==> config.mk <==
export PLATFORM = sky130hd
export DESIGN_NAME = draw_sequencer
export DESIGN_NICKNAME = d
export VERILOG_FILES = /design/src/rtl/draw_sequencer.sv
export SDC_FILE = /design/constraint.sdc
export NUM_CORES = 1
export LEC_CHECK = 0
export BUFFER_PORTS_ARGS = -buffer_cell sky130_fd_sc_hd__buf_2
export CORE_ASPECT_RATIO = 0.75
export CORE_MARGIN = 4
export CORE_UTILIZATION = 54
export CTS_BUF_LIST = sky130_fd_sc_hd__clkbuf_2 sky130_fd_sc_hd__clkbuf_4 sky130_fd_sc_hd__clkbuf_8
export CTS_CLUSTER_SIZE = 14
export DETAILED_ROUTE_END_ITERATION = 7
export PLACE_DENSITY = 0.83
export SYNTH_ARGS = -nofsm -noshare
export SYNTH_HDL_FRONTEND = slang
export SYNTH_SLANG_ARGS = --single-unit
==> constraint.sdc <==
create_clock -name clk_i -period 5.3 [get_ports clk_i]
set_clock_uncertainty 0.1 [all_clocks]
set_input_delay 0.265 -clock clk_i [delete_from_list [all_inputs] [get_ports clk_i]]
set_output_delay 0.265 -clock clk_i [all_outputs]
set_load 0.01 [all_outputs]
==> src/rtl/draw_sequencer.sv <==
// Round-robin pixel-write scheduler: grants the frame-buffer write port to
// NUM_SRC drawing engines in turn, each for a programmable number of beats.
module draw_sequencer #(
   parameter int NUM_SRC = 2,
   parameter int X_W     = 8,
   parameter int Y_W     = 8,
   parameter int COLOR_W = 12,
   parameter int CNT_W   = 16,
   parameter int LOOP    = 0,
   localparam int AW     = (NUM_SRC > 1) ? $clog2(NUM_SRC) : 1
) (
   input  logic                       clk_i,
   input  logic                       reset_i,
   input  logic                       start_i,
   input  logic                       stop_i,
   input  logic [NUM_SRC*CNT_W-1:0]   phase_len_i,
   input  logic [NUM_SRC-1:0]         src_valid_i,
   input  logic [NUM_SRC*X_W-1:0]     src_x_i,
   input  logic [NUM_SRC*Y_W-1:0]     src_y_i,
   input  logic [NUM_SRC*COLOR_W-1:0] src_color_i,
   output logic [NUM_SRC-1:0]         src_ready_o,
   output logic                       wr_valid_o,
   output logic [X_W-1:0]             wr_x_o,
   output logic [Y_W-1:0]             wr_y_o,
   output logic [COLOR_W-1:0]         wr_color_o,
   input  logic                       wr_ready_i,
   output logic [AW-1:0]              active_src_o,
   output logic                       busy_o,
   output logic                       done_o
);

   typedef enum logic [1:0] {S_IDLE, S_RUN, S_DRAIN} state_e;

   state_e                     state_q, state_d;
   logic [NUM_SRC*CNT_W-1:0]   len_q, len_d;
   logic [CNT_W-1:0]           cnt_q, cnt_d;
   logic [AW-1:0]              act_q, act_d;
   logic                       stop_q, stop_d;
   logic                       wv_q, wv_d;
   logic [X_W-1:0]             wx_q, wx_d;
   logic [Y_W-1:0]             wy_q, wy_d;
   logic [COLOR_W-1:0]         wc_q, wc_d;
   logic                       done_q, done_d;

   logic [CNT_W-1:0] cur_len;
   logic             out_free;
   logic             last_src;
   logic             phase_end;

   assign cur_len  = len_q[int'(act_q)*CNT_W +: CNT_W];
   assign out_free = !wv_q || wr_ready_i;
   assign last_src = (int'(act_q) == NUM_SRC - 1);

   always_comb begin
      state_d     = state_q;
      len_d       = len_q;
      cnt_d       = cnt_q;
      act_d       = act_q;
      stop_d      = stop_q | ((state_q != S_IDLE) && stop_i);
      wv_d        = wv_q && !wr_ready_i;
      wx_d        = wx_q;
      wy_d        = wy_q;
      wc_d        = wc_q;
      done_d      = 1'b0;
      phase_end   = 1'b0;
      src_ready_o = '0;
      unique case (state_q)
         S_IDLE: begin
            if (start_i) begin
               len_d   = phase_len_i;
               cnt_d   = '0;
               act_d   = '0;
               state_d = S_RUN;
            end
         end
         S_RUN: begin
            // a zero-length phase burns one cycle with no grant
            if (cur_len == '0) begin
               phase_end = 1'b1;
            end else begin
               src_ready_o[act_q] = out_free;
               if (src_valid_i[act_q] && out_free) begin
                  wv_d = 1'b1;
                  wx_d = src_x_i[int'(act_q)*X_W +: X_W];
                  wy_d = src_y_i[int'(act_q)*Y_W +: Y_W];
                  wc_d = src_color_i[int'(act_q)*COLOR_W +: COLOR_W];
                  if (cnt_q == cur_len - CNT_W'(1)) phase_end = 1'b1;
                  else cnt_d = cnt_q + CNT_W'(1);
               end
            end
            if (phase_end) begin
               cnt_d = '0;
               if (last_src) state_d = S_DRAIN;
               else act_d = act_q + AW'(1);
            end
         end
         S_DRAIN: begin
            if (out_free) begin
               done_d = 1'b1;
               if (LOOP == 0 || stop_q || stop_i) begin
                  state_d = S_IDLE;
                  stop_d  = 1'b0;
               end else begin
                  state_d = S_RUN;
                  act_d   = '0;
                  cnt_d   = '0;
               end
            end
         end
         default: state_d = S_IDLE;
      endcase
   end

   always_ff @(posedge clk_i or posedge reset_i) begin
      if (reset_i) begin
         state_q <= S_IDLE;
         len_q   <= '0;
         cnt_q   <= '0;
         act_q   <= '0;
         stop_q  <= 1'b0;
         wv_q    <= 1'b0;
         wx_q    <= '0;
         wy_q    <= '0;
         wc_q    <= '0;
         done_q  <= 1'b0;
      end else begin
         state_q <= state_d;
         len_q   <= len_d;
         cnt_q   <= cnt_d;
         act_q   <= act_d;
         stop_q  <= stop_d;
         wv_q    <= wv_d;
         wx_q    <= wx_d;
         wy_q    <= wy_d;
         wc_q    <= wc_d;
         done_q  <= done_d;
      end
   end

   assign wr_valid_o   = wv_q;
   assign wr_x_o       = wx_q;
   assign wr_y_o       = wy_q;
   assign wr_color_o   = wc_q;
   assign active_src_o = act_q;
   assign busy_o       = (state_q != S_IDLE);
   assign done_o       = done_q;

endmodule
==> results of run 1 <==
-- repair_timing --
item,CTS,global route
setup buffers,0,0
hold buffers,26,0
hold endpoints to repair,26,0
-- per-stage QoR --
step | worst slack [ns] | power (W) | hold slack (ns) | instances | cell area [um^2]
finish | 1.01 | 0.00262 | 0.0145 | 738 | 5590
CTS | 1.01 | 0.00263 | 0.000409 | 738 | 5590
global placement | 1.16 | 0.00206 | 0.355 | 696 | 5120
floorplan | 0.802 | 0.00179 | 0.270 | 490 | 4440
detailed placement | 1.07 | 0.00213 | 0.358 | 696 | 5120
global route | 0.706 | 0.00280 | 0.00980 | 738 | 5590
-- cells in the final DEF (no fill, tap or decap), types with 6 or more instances in the layout --
cell type      count
a21oi_1           33
buf_2            127
clkbuf_8          10
dfrtp_1           80
dlygate4sd3_1     26
mux2i_1           42
nand2_1          112
nand3_1            8
nor2_1            51
nor3_1             8
o21ai_0            6
xnor2_1           20
xor2_1            20
-- power breakdown --
group	leakage [nW]	total, W	switching (W)	internal (W)
Sequential	0.985	0.00102	0.000201	0.000818
Combinational	1.61	0.00113	0.000617	0.000515
Clock	0.104	0.000471	0.000232	0.000239
-- layout make-up --
class | count | area (um^2)
sequential | 81 | 2030
multi-input combinational | 375 | 2280
tap | 105 | 131
fill | 609 | 2370
timing repair buffer | 155 | 911
clock buffer | 11 | 145
inverter | 6 | 23.8
clock inverter | 5 | 63.8
-- worst paths after layout --
kind	startpoint	to	slack, ns
worst min register to register	len_q[31]$_DFFE_PP0P_	len_q[31]$_DFFE_PP0P_	0.38
worst max-delay path	active_src_o$_DFFE_PP0P_	src_ready_o[0]	1.01
worst min-delay path	phase_len_i[17]	len_q[17]$_DFFE_PP0P_	0.01
worst max register to register	active_src_o$_DFFE_PP0P_	wr_y_o[7]$_DFFE_PP0P_	1.04
min in group asynchronous	reset_i	wr_color_o[3]$_DFFE_PP0P_	0.09
max in group asynchronous	reset_i	active_src_o$_DFFE_PP0P_	4.33
-- routing by layer --
layer  wire [um]  up-vias
met3         715       25
li1            -     1941
met2        5830      148
met5           0        -
met4         197        0
met1        4740     1870
-- cells by family (layout without fill, tap and decap cells) --
logic type / after synthesis / after routing / share of synthesized area
DFF: 81 / 81 / 0.456
buffers and inverters: 34 / 177 / 0.0315
AOI/OAI and AO/OA: 65 / 65 / 0.0994
xor gates and xnor gates: 40 / 40 / 0.0789
and+or+nand+nor: 223 / 223 / 0.226
adders and majority gates: 2 / 2 / 0.00563
muxes: 45 / 45 / 0.102
-- sequential cells by signal, summed over array words and instances (netlist names) --
register	cells
active_src_o	1
cnt_q	16
done_o	1
len_q	32
state_q	2
wr_color_o	12
wr_valid_o	1
wr_x_o	8
wr_y_o	8
-- worst max-delay path, cell delays in order (launching register included) --
cell,delay (ns)
dfrtp_2,0.81
mux2i_1,0.35
ha_1,0.26
nor4bb_1,0.45
o22ai_1,0.36
or4_1,0.83
nand2_1,0.26
nor3_1,0.07
buf_2,0.17
==> summary.txt, run 1 <==
hold path depth: 3
CTS tree: done
Placer Congestion: 0.798
average wire per cell in the routed design: 15.6 um
first-pass GRT wire length: 18600 um
Worst setup EP type: output pin
Pre-Repair DR Iteration Count: 5
GRT met1 Usage: 0.305
Yosys reg bits: 81
share of Yosys cell area claimed by the top area cell type: 0.456
Netlist Area Pre-Place: 0.00444 mm^2
crit-path max FO: 36
fin crit share: 0.810
synthesized area per cell: 9.07 um^2
Die Area: 0.00976 mm^2
most frequent cell after synthesis: nand2_1
WS Path Type: register to output pin
CP Data Arrival Time: 3.93 ns
Iteration-0 DRC Markers: 184
clock-pin slew on the worst setup and hold paths: 0.08 ns
# setup viols final: 0
status: finished, final reports clean
Final Hold Vio Count: 0
Nets: 725
CP required: 4.93 ns
Port-buffer cells: 127
Final ANT Viol Nets: 0
async set-or-reset flop fraction in the synthesized netlist: 1.00
Total Routing Usage GR: 0.238
clk root buf: clkbuf_8
syn nets: 587
met3 usage: 0.0516
Die Y: 86.6 um
max cap viols: 0
TNS Setup: 0 ns
Max Clk Rate: 0.233 GHz
I/O pin count: 129
max-slew violation count: 0
Syn-to-layout area delta: 25.7%
Slew HR: 0.203
DR DRC count: 0
final core utilization: 0.702
pin count of the biggest net entering global routing: 82
GRT overflow: 0
register area share after synthesis: 0.456
core footprint: 0.00795 mm^2
PostCTS Resize Cnt: 0
global routing usage on met2: 0.402
clock sink total: 81
post-synthesis cell type count: 52
worst vdd ir: 309 uV
post-synth top area cell: dfrtp_1
grt peak-use layer: met2
vias per inst: 5.40
dominant cells by area after synthesis: dfrtp_1 (46%), mux2i_1 (9.5%), nand2_1 (9.5%)
Syn. warnings: 0
H-tree lvl count: 3
antenna violations before repair: 0
die width: 113 um
vias post-DR: 3984
HP Class: input pin to register
crit path time final: 4.29 ns
ratio of cells with drive above 1 in the final layout: 0.250
maximum buffer depth of the clock tree: 2
FF-to-FF path depth: 9
unrepaired setup endpoints after global routing: no
Post-synth top cells: nand2_1 (112), dfrtp_1 (81), nor2_1 (52), mux2i_1 (42), a21oi_1 (33)
vias in the first global route: 3981
Synth Instances: 490
Slew @ Worst Pin: 1.20 ns
DP Wirelength: 8030 um
Clk Latency, worst-skew pair: 0.37 ns
Site Rows: 28
Top FF cell, synth: dfrtp_1
CP Launch Type: register
initial core utilization: 0.559
Leakage: 2.70 nW
Post-synth EDFFs: 0
final WL: 11500 um
pwr dens: 469 mW/mm^2
CTS Buf Count: 9
# diodes: 0
(Power assumes the default switching activity.)
==> inputs of run 2 (changes only) <==
- ABC_AREA: not set -> 1
- CORE_UTILIZATION: 54 -> 49
- PLACE_DENSITY: 0.83 -> 0.78
- clock period: 5.3 -> 3.6 ns (I/O delays scaled with it)
==> run 2 against run 1 <==
Die area grew 16%. Via count grew 17%. Utilization fell by 4.1 points. Sequential share of layout area down 3.1 points. Worst setup slack got worse by 0.61 ns. Critical path type is now register to register. Non-clock buffer count grew 26. Register-to-register slack got worse by 0.64 ns. Count of clock-buffer cells in the layout decreased by 1. Area after synthesis is 7.0% higher. Wire length increased by 14%. Flip-flop and latch count is the same.
==> summary.txt, run 2 <==
status: finished, final reports clean
final WL: 13000 um
clock sink total: 81
max-slew violation count: 0
worst vdd ir: 414 uV
Final Hold Vio Count: 0
async set-or-reset flop fraction in the synthesized netlist: 1.00
share of Yosys cell area claimed by the top area cell type: 0.426
vias post-DR: 4676
DR DRC count: 0
RR Startpoint: active_src_o$_DFFE_PP0P_
Nets: 867
pin count of the biggest net entering global routing: 65
Syn. warnings: 0
core footprint: 0.00923 mm^2
Final ANT Viol Nets: 0
FF-to-FF path depth: 15
I/O pin count: 129
CP Launch Type: register
crit-path max FO: 46
WS Path Type: register to register
Overall Power: 0.00470 W
most frequent cells in the layout: nand2_1 (132), buf_2 (127), nor2_1 (100), dfrtp_1 (80), inv_1 (58)
Hold Buf Count CTS: 45
max cap viols: 0
Slew @ Worst Pin: 1.08 ns
average wire per cell in the routed design: 14.4 um
Yosys reg bits: 81
Iteration-0 DRC Markers: 284
Netlist Area Pre-Place: 0.00475 mm^2
Post-Synth Adder-Cell Area: 0.00526
TNS Setup: 0 ns
hold path depth: 3
antenna violations before repair: 0
synthesized area per cell: 7.85 um^2
GRT overflow: 0
Synth Area in Compound Gates: 0.134
CP required: 3.75 ns
Pre-Repair DR Iteration Count: 4
worst hold margin: 0.00359 ns
Die Area: 0.0114 mm^2
post-synthesis cell type count: 35
vias in the first global route: 4721
dominant cells by area after synthesis: dfrtp_1 (43%), nand2_1 (10%), nor2_1 (7.9%)
Max Clk Rate: 0.312 GHz
initial core utilization: 0.515
CP Data Arrival Time: 3.35 ns
final core utilization: 0.661
Setup Buffers After CTS: 0
crit path time final: 3.20 ns
first-pass GRT wire length: 21900 um
Worst setup EP type: register
RR Endpoint: wr_color_o[2]$_DFFE_PP0P_
Largest Register: len_q
Top FF cell, synth: dfrtp_1
Syn-to-layout area delta: 28.4%
commonest non-fill, non-tap cell in the layout: nand2_1
area share of and/or/nand/nor cells after synthesis: 0.268
Slew HR: 0.276
internal reg-to-reg setup slack: 0.40 ns
PostCTS Resize Cnt: 0
syn nets: 703
CTS tree: done
Post-synth top cells: nand2_1 (132), nor2_1 (100), dfrtp_1 (81), inv_1 (59)
# setup viols final: 0
hold_sp: phase_len_i[0]
clk root buf: clkbuf_8
vias per inst: 5.18
DP Wirelength: 9210 um
post-synth top area cell: dfrtp_1
HP Class: input pin to register
fin crit share: 0.889
Clk Latency, worst-skew pair: 0.38 ns
ratio of cells with drive above 1 in the final layout: 0.265
clock-pin slew on the worst setup and hold paths: 0.08 ns
Leakage: 3.04 nW
most frequent cell after synthesis: nand2_1
Site Rows: 30
post-synthesis mux area share: 0.0450
worst setup margin: 0.399 ns
Placer Congestion: 0.876
register area share after synthesis: 0.426
H-tree lvl count: 3
Hold Path End: len_q[0]$_DFFE_PP0P_
worst slack at placement: 0.456 ns
max reg flops: 32
Port-buffer cells: 127
Post-synth EDFFs: 0
CTS Buf Count: 9
Fillers: 778
Post-Synth XOR/XNOR Area: 0.0332
largest family of logic cells by synthesized area: simple AND/OR/NAND/NOR gates
Die Y: 93.3 um
pwr dens: 769 mW/mm^2
Total Routing Usage GR: 0.240
Synth Instances: 606
unrepaired setup endpoints after global routing: no
maximum buffer depth of the clock tree: 2
# diodes: 0
die width: 122 um
==> run 2: cell count changes after synthesis, moves of 10 or more <==
cell / previous run / this run
a21oi_1: 33 / 18
a21oi_2: 0 / 10
inv_1: 6 / 59
mux2_2: 3 / 19
mux2i_1: 42 / 0
nand2_1: 112 / 132
nand2_2: 0 / 10
nand3_1: 8 / 32
nor2_1: 52 / 100
o21ai_0: 6 / 32
o41ai_1: 0 / 28
xnor2_1: 20 / 1
==> run 2: power by group <==
part	total, W	switching [W]	internal (W)
Combinational	0.00253	0.00162	0.000909
Clock	0.000686	0.000346	0.000340
Sequential	0.00148	0.000204	0.00128
==> run 2: critical path, stage by stage (launching register included) <==
cell     delay, ns
dfrtp_2       0.52
inv_4         0.22
nand2_1       0.12
nand2_2       0.13
ha_1          0.24
nand3_1       0.12
nor2_2        0.28
nand2_2       0.14
inv_1         0.13
nand3_2       0.13
nand2_1       0.13
inv_2         0.08
nand3_2       0.22
buf_12        0.24
o21ai_0       0.12
o41ai_1       0.10
==> run 2: final cells by class <==
class                           instances  area (um^2)  area share
Sequential cell                        81         2030       0.332
Timing Repair Buffer                  181         1170       0.191
Tap cell                              128          160      0.0262
Inverter                               62          236      0.0387
Clock inverter                          6         67.6      0.0111
Multi-Input combinational cell        435         2310       0.378
Clock buffer                           10          138      0.0225
==> run 2: cells by family after synthesis <==
logic type	Yosys count
adders and majority gates	2
DFF	81
xor gates and xnor gates	18
buffers and inverters	90
muxes	19
AOI/OAI and AO/OA	98
and+or+nand+nor	298
==> run 2: worst max-delay path by stage <==
stage / to / from / slack (ns)
floorplan: cnt_q[10]$_DFFE_PP0P_ / active_src_o$_DFFE_PP0P_ / 0.94
global placement: state_q[0]$_DFFE_PP0P_ / active_src_o$_DFFE_PP0P_ / 0.62
detailed placement: wr_color_o[2]$_DFFE_PP0P_ / active_src_o$_DFFE_PP0P_ / 0.46
CTS: wr_color_o[2]$_DFFE_PP0P_ / active_src_o$_DFFE_PP0P_ / 0.42
global route: wr_color_o[7]$_DFFE_PP0P_ / active_src_o$_DFFE_PP0P_ / 0.10
finish: wr_color_o[2]$_DFFE_PP0P_ / active_src_o$_DFFE_PP0P_ / 0.40
==> run 2: stage by stage <==
step / std cells / area [um^2]
2_1_floorplan: 606 / 4750
3_3_place_gp: 842 / 5450
3_5_place_dp: 842 / 5450
4_1_cts: 903 / 6100
5_1_grt: 903 / 6100
6_report: 903 / 6100
==> run 2: per-layer routing <==
layer  routed length, um  part of all wire  track usage
met2                6250              0.48        0.405
met4                 212             0.016       0.0625
met3                 766             0.059       0.0562
met1                5810              0.45        0.312
met5                   0                 0            0
==> inputs of run 3 (changes only) <==
- CORE_UTILIZATION: 49 -> 55
- GPL_ROUTABILITY_DRIVEN: not set -> 0
- PLACE_DENSITY: 0.78 -> 0.83
- clock period: 3.6 -> 3.45 ns (I/O delays scaled with it)
==> run 3 against run 2 <==
Total power increased by 3.2%. Via count is 3.7% higher. Worst setup slack worse by 0.065 ns. Largest power group unchanged. Highest routed layer unchanged.
==> summary.txt, run 3 (synthesized netlist as in run 2, its figures left out) <==
worst vdd ir: 496 uV
hold_sp: src_color_i[22]
# diodes: 0
unrepaired setup endpoints after global routing: no
Fillers: 637
most frequent cells in the layout: nand2_1 (132), buf_2 (127), nor2_1 (100), dfrtp_1 (80), inv_1 (58)
Slew HR: 0.283
GRT overflow: 0
status: finished, final reports clean
final WL: 13900 um
Die Y: 88.5 um
Internal: 0.00255 W
max-slew violation count: 0
max reg flops: 32
pin count of the biggest net entering global routing: 63
Iteration-0 DRC Markers: 464
commonest non-fill, non-tap cell in the layout: nand2_1
pwr dens: 797 mW/mm^2
antenna violations before repair: 0
worst setup margin: 0.335 ns
Logic pwr share: 0.549
buffers and inverters on the worst path: 4
CTS Buf Count: 9
cells along the critical path: inv_4 > nand2_1 > nand2_2 > ha_1 > nand3_1 > nor2_2 > nand2_2 > inv_1 > nand3_2 > nand2_1 > inv_2 > nand3_2 > buf_4 > o21ai_0 > o41ai_1
crit-path max FO: 57
TNS Setup: 0 ns
CP Data Arrival Time: 3.27 ns
critical path startpoint: active_src_o$_DFFE_PP0P_
sequential share of power: 0.319
Leakage: 3.03 nW
worst slack at placement: 0.416 ns
initial core utilization: 0.562
CTS tree: done
vias per inst: 5.47
Syn-to-layout area delta: 28.0%
RR Startpoint: active_src_o$_DFFE_PP0P_
Largest Register: len_q
Pre-Repair DR Iteration Count: 5
Max Clk Rate: 0.321 GHz
crit-path max cell delay: 0.48 ns
Total Routing Usage GR: 0.284
clock sink total: 81
fin crit share: 0.903
average wire per cell in the routed design: 15.7 um
max cap viols: 0
crit path time final: 3.12 ns
footprint of the multi-input gates: 0.00231 mm^2
Site Rows: 29
Final ANT Viol Nets: 0
core footprint: 0.00845 mm^2
H-tree lvl count: 3
Die Area: 0.0102 mm^2
I/O pin count: 129
CP delay by family, top: simple AND/OR/NAND/NOR gates
# setup viols final: 0
Nets: 871
Clk pwr share: 0.132
clk root buf: clkbuf_8
Final Hold Vio Count: 0
Port-buffer cells: 127
CP required: 3.61 ns
Critical-path top delay cell: dfrtp_2
clock-pin slew on the worst setup and hold paths: 0.09 ns
Worst setup EP type: register
ratio of cells with drive above 1 in the final layout: 0.262
Sequential Area: 0.00203 mm^2
Slew @ Worst Pin: 1.08 ns
die width: 115 um
Sw Pwr: 0.00230 W
Sw Share: 0.475
Clk Latency, worst-skew pair: 0.36 ns
DR DRC count: 0
vias in the first global route: 4797
vias post-DR: 4848
first-pass GRT wire length: 22500 um
HP Class: input pin to register
PostCTS Resize Cnt: 0
maximum buffer depth of the clock tree: 2
CP Launch Type: register
WS Path Type: register to register
DP Wirelength: 9200 um
-- run 3: final timing paths --
check / end / slack [ns] / depth (start not counted)
hold reg to reg: wr_y_o[1]$_DFFE_PP0P_ / 0.39 / 2
setup / recovery: wr_color_o[8]$_DFFE_PP0P_ / 0.33 / 15
min in group asynchronous: len_q[19]$_DFFE_PP0P_ / 0.47 / 3
max in group asynchronous: len_q[15]$_DFFE_PP0P_ / 1.93 / 4
hold / removal: wr_color_o[10]$_DFFE_PP0P_ / 0.01 / 3
setup reg to reg: wr_color_o[8]$_DFFE_PP0P_ / 0.33 / 15
-- run 3: final cells by class --
cell class              count  share of cell area
inverters                  62              0.0389
multi-input cells         435               0.379
flip-flops and latches     81               0.333
well taps                 108              0.0222
repair buffers            185               0.197
clock inverters             6             0.00720
clock buffers              10              0.0226
-- run 3: worst reg2reg max path, delay by kind of cell (launching register included) --
kind	cells	cell delay, ns
buffers and inverters	4	0.82
adder cells (fa/ha/maj)	1	0.23
AND/OR/NAND/NOR	8	1.07
AO/OA/AOI/OAI	2	0.31
flip-flops	1	0.48
-- run 3: per-layer routing --
layer | part of all wire | up-vias | track usage
met5 | 0 | - | 0
met4 | 0.036 | 0 | 0.124
met3 | 0.069 | 48 | 0.0731
met2 | 0.48 | 211 | 0.489
met1 | 0.41 | 2274 | 0.339
li1 | - | 2315 | -
-- run 3: power by group through the flow --
stage | Clock [W] | Sequential [W] | Combinational (W)
final | 0.000642 | 0.00155 | 0.00266
after global routing | 0.000695 | 0.00159 | 0.00295
after CTS | 0.000649 | 0.00153 | 0.00261
after detailed placement | 0 | 0.00155 | 0.00256
after global placement | 0 | 0.00153 | 0.00245
after floorplan | 0 | 0.00158 | 0.00189
-- run 3: repair_timing --
| item | 4_1_cts | 5_1_grt |
|---|---|---|
| hold buffers | 50 | 0 |
| hold endpoints to repair | 107 | 0 |
| endpoints found under the setup margin | 0 | 0 |
| buffers inserted | 0 | 0 |
-- run 3: per-stage QoR --
| stage | cell area, um^2 | util | std cells | hold WS, ns | total power (W) |
|---|---|---|---|---|---|
| floorplan | 4750 | - | 606 | 0.223 | 0.00347 |
| global placement | 5400 | 0.639 | 821 | 0.305 | 0.00398 |
| detailed placement | 5400 | 0.639 | 821 | 0.308 | 0.00411 |
| CTS | 6090 | 0.720 | 887 | 0.00153 | 0.00479 |
| global route | 6090 | 0.720 | 887 | 0.00488 | 0.00524 |
| finish | 6090 | 0.720 | 887 | 0.0146 | 0.00485 |
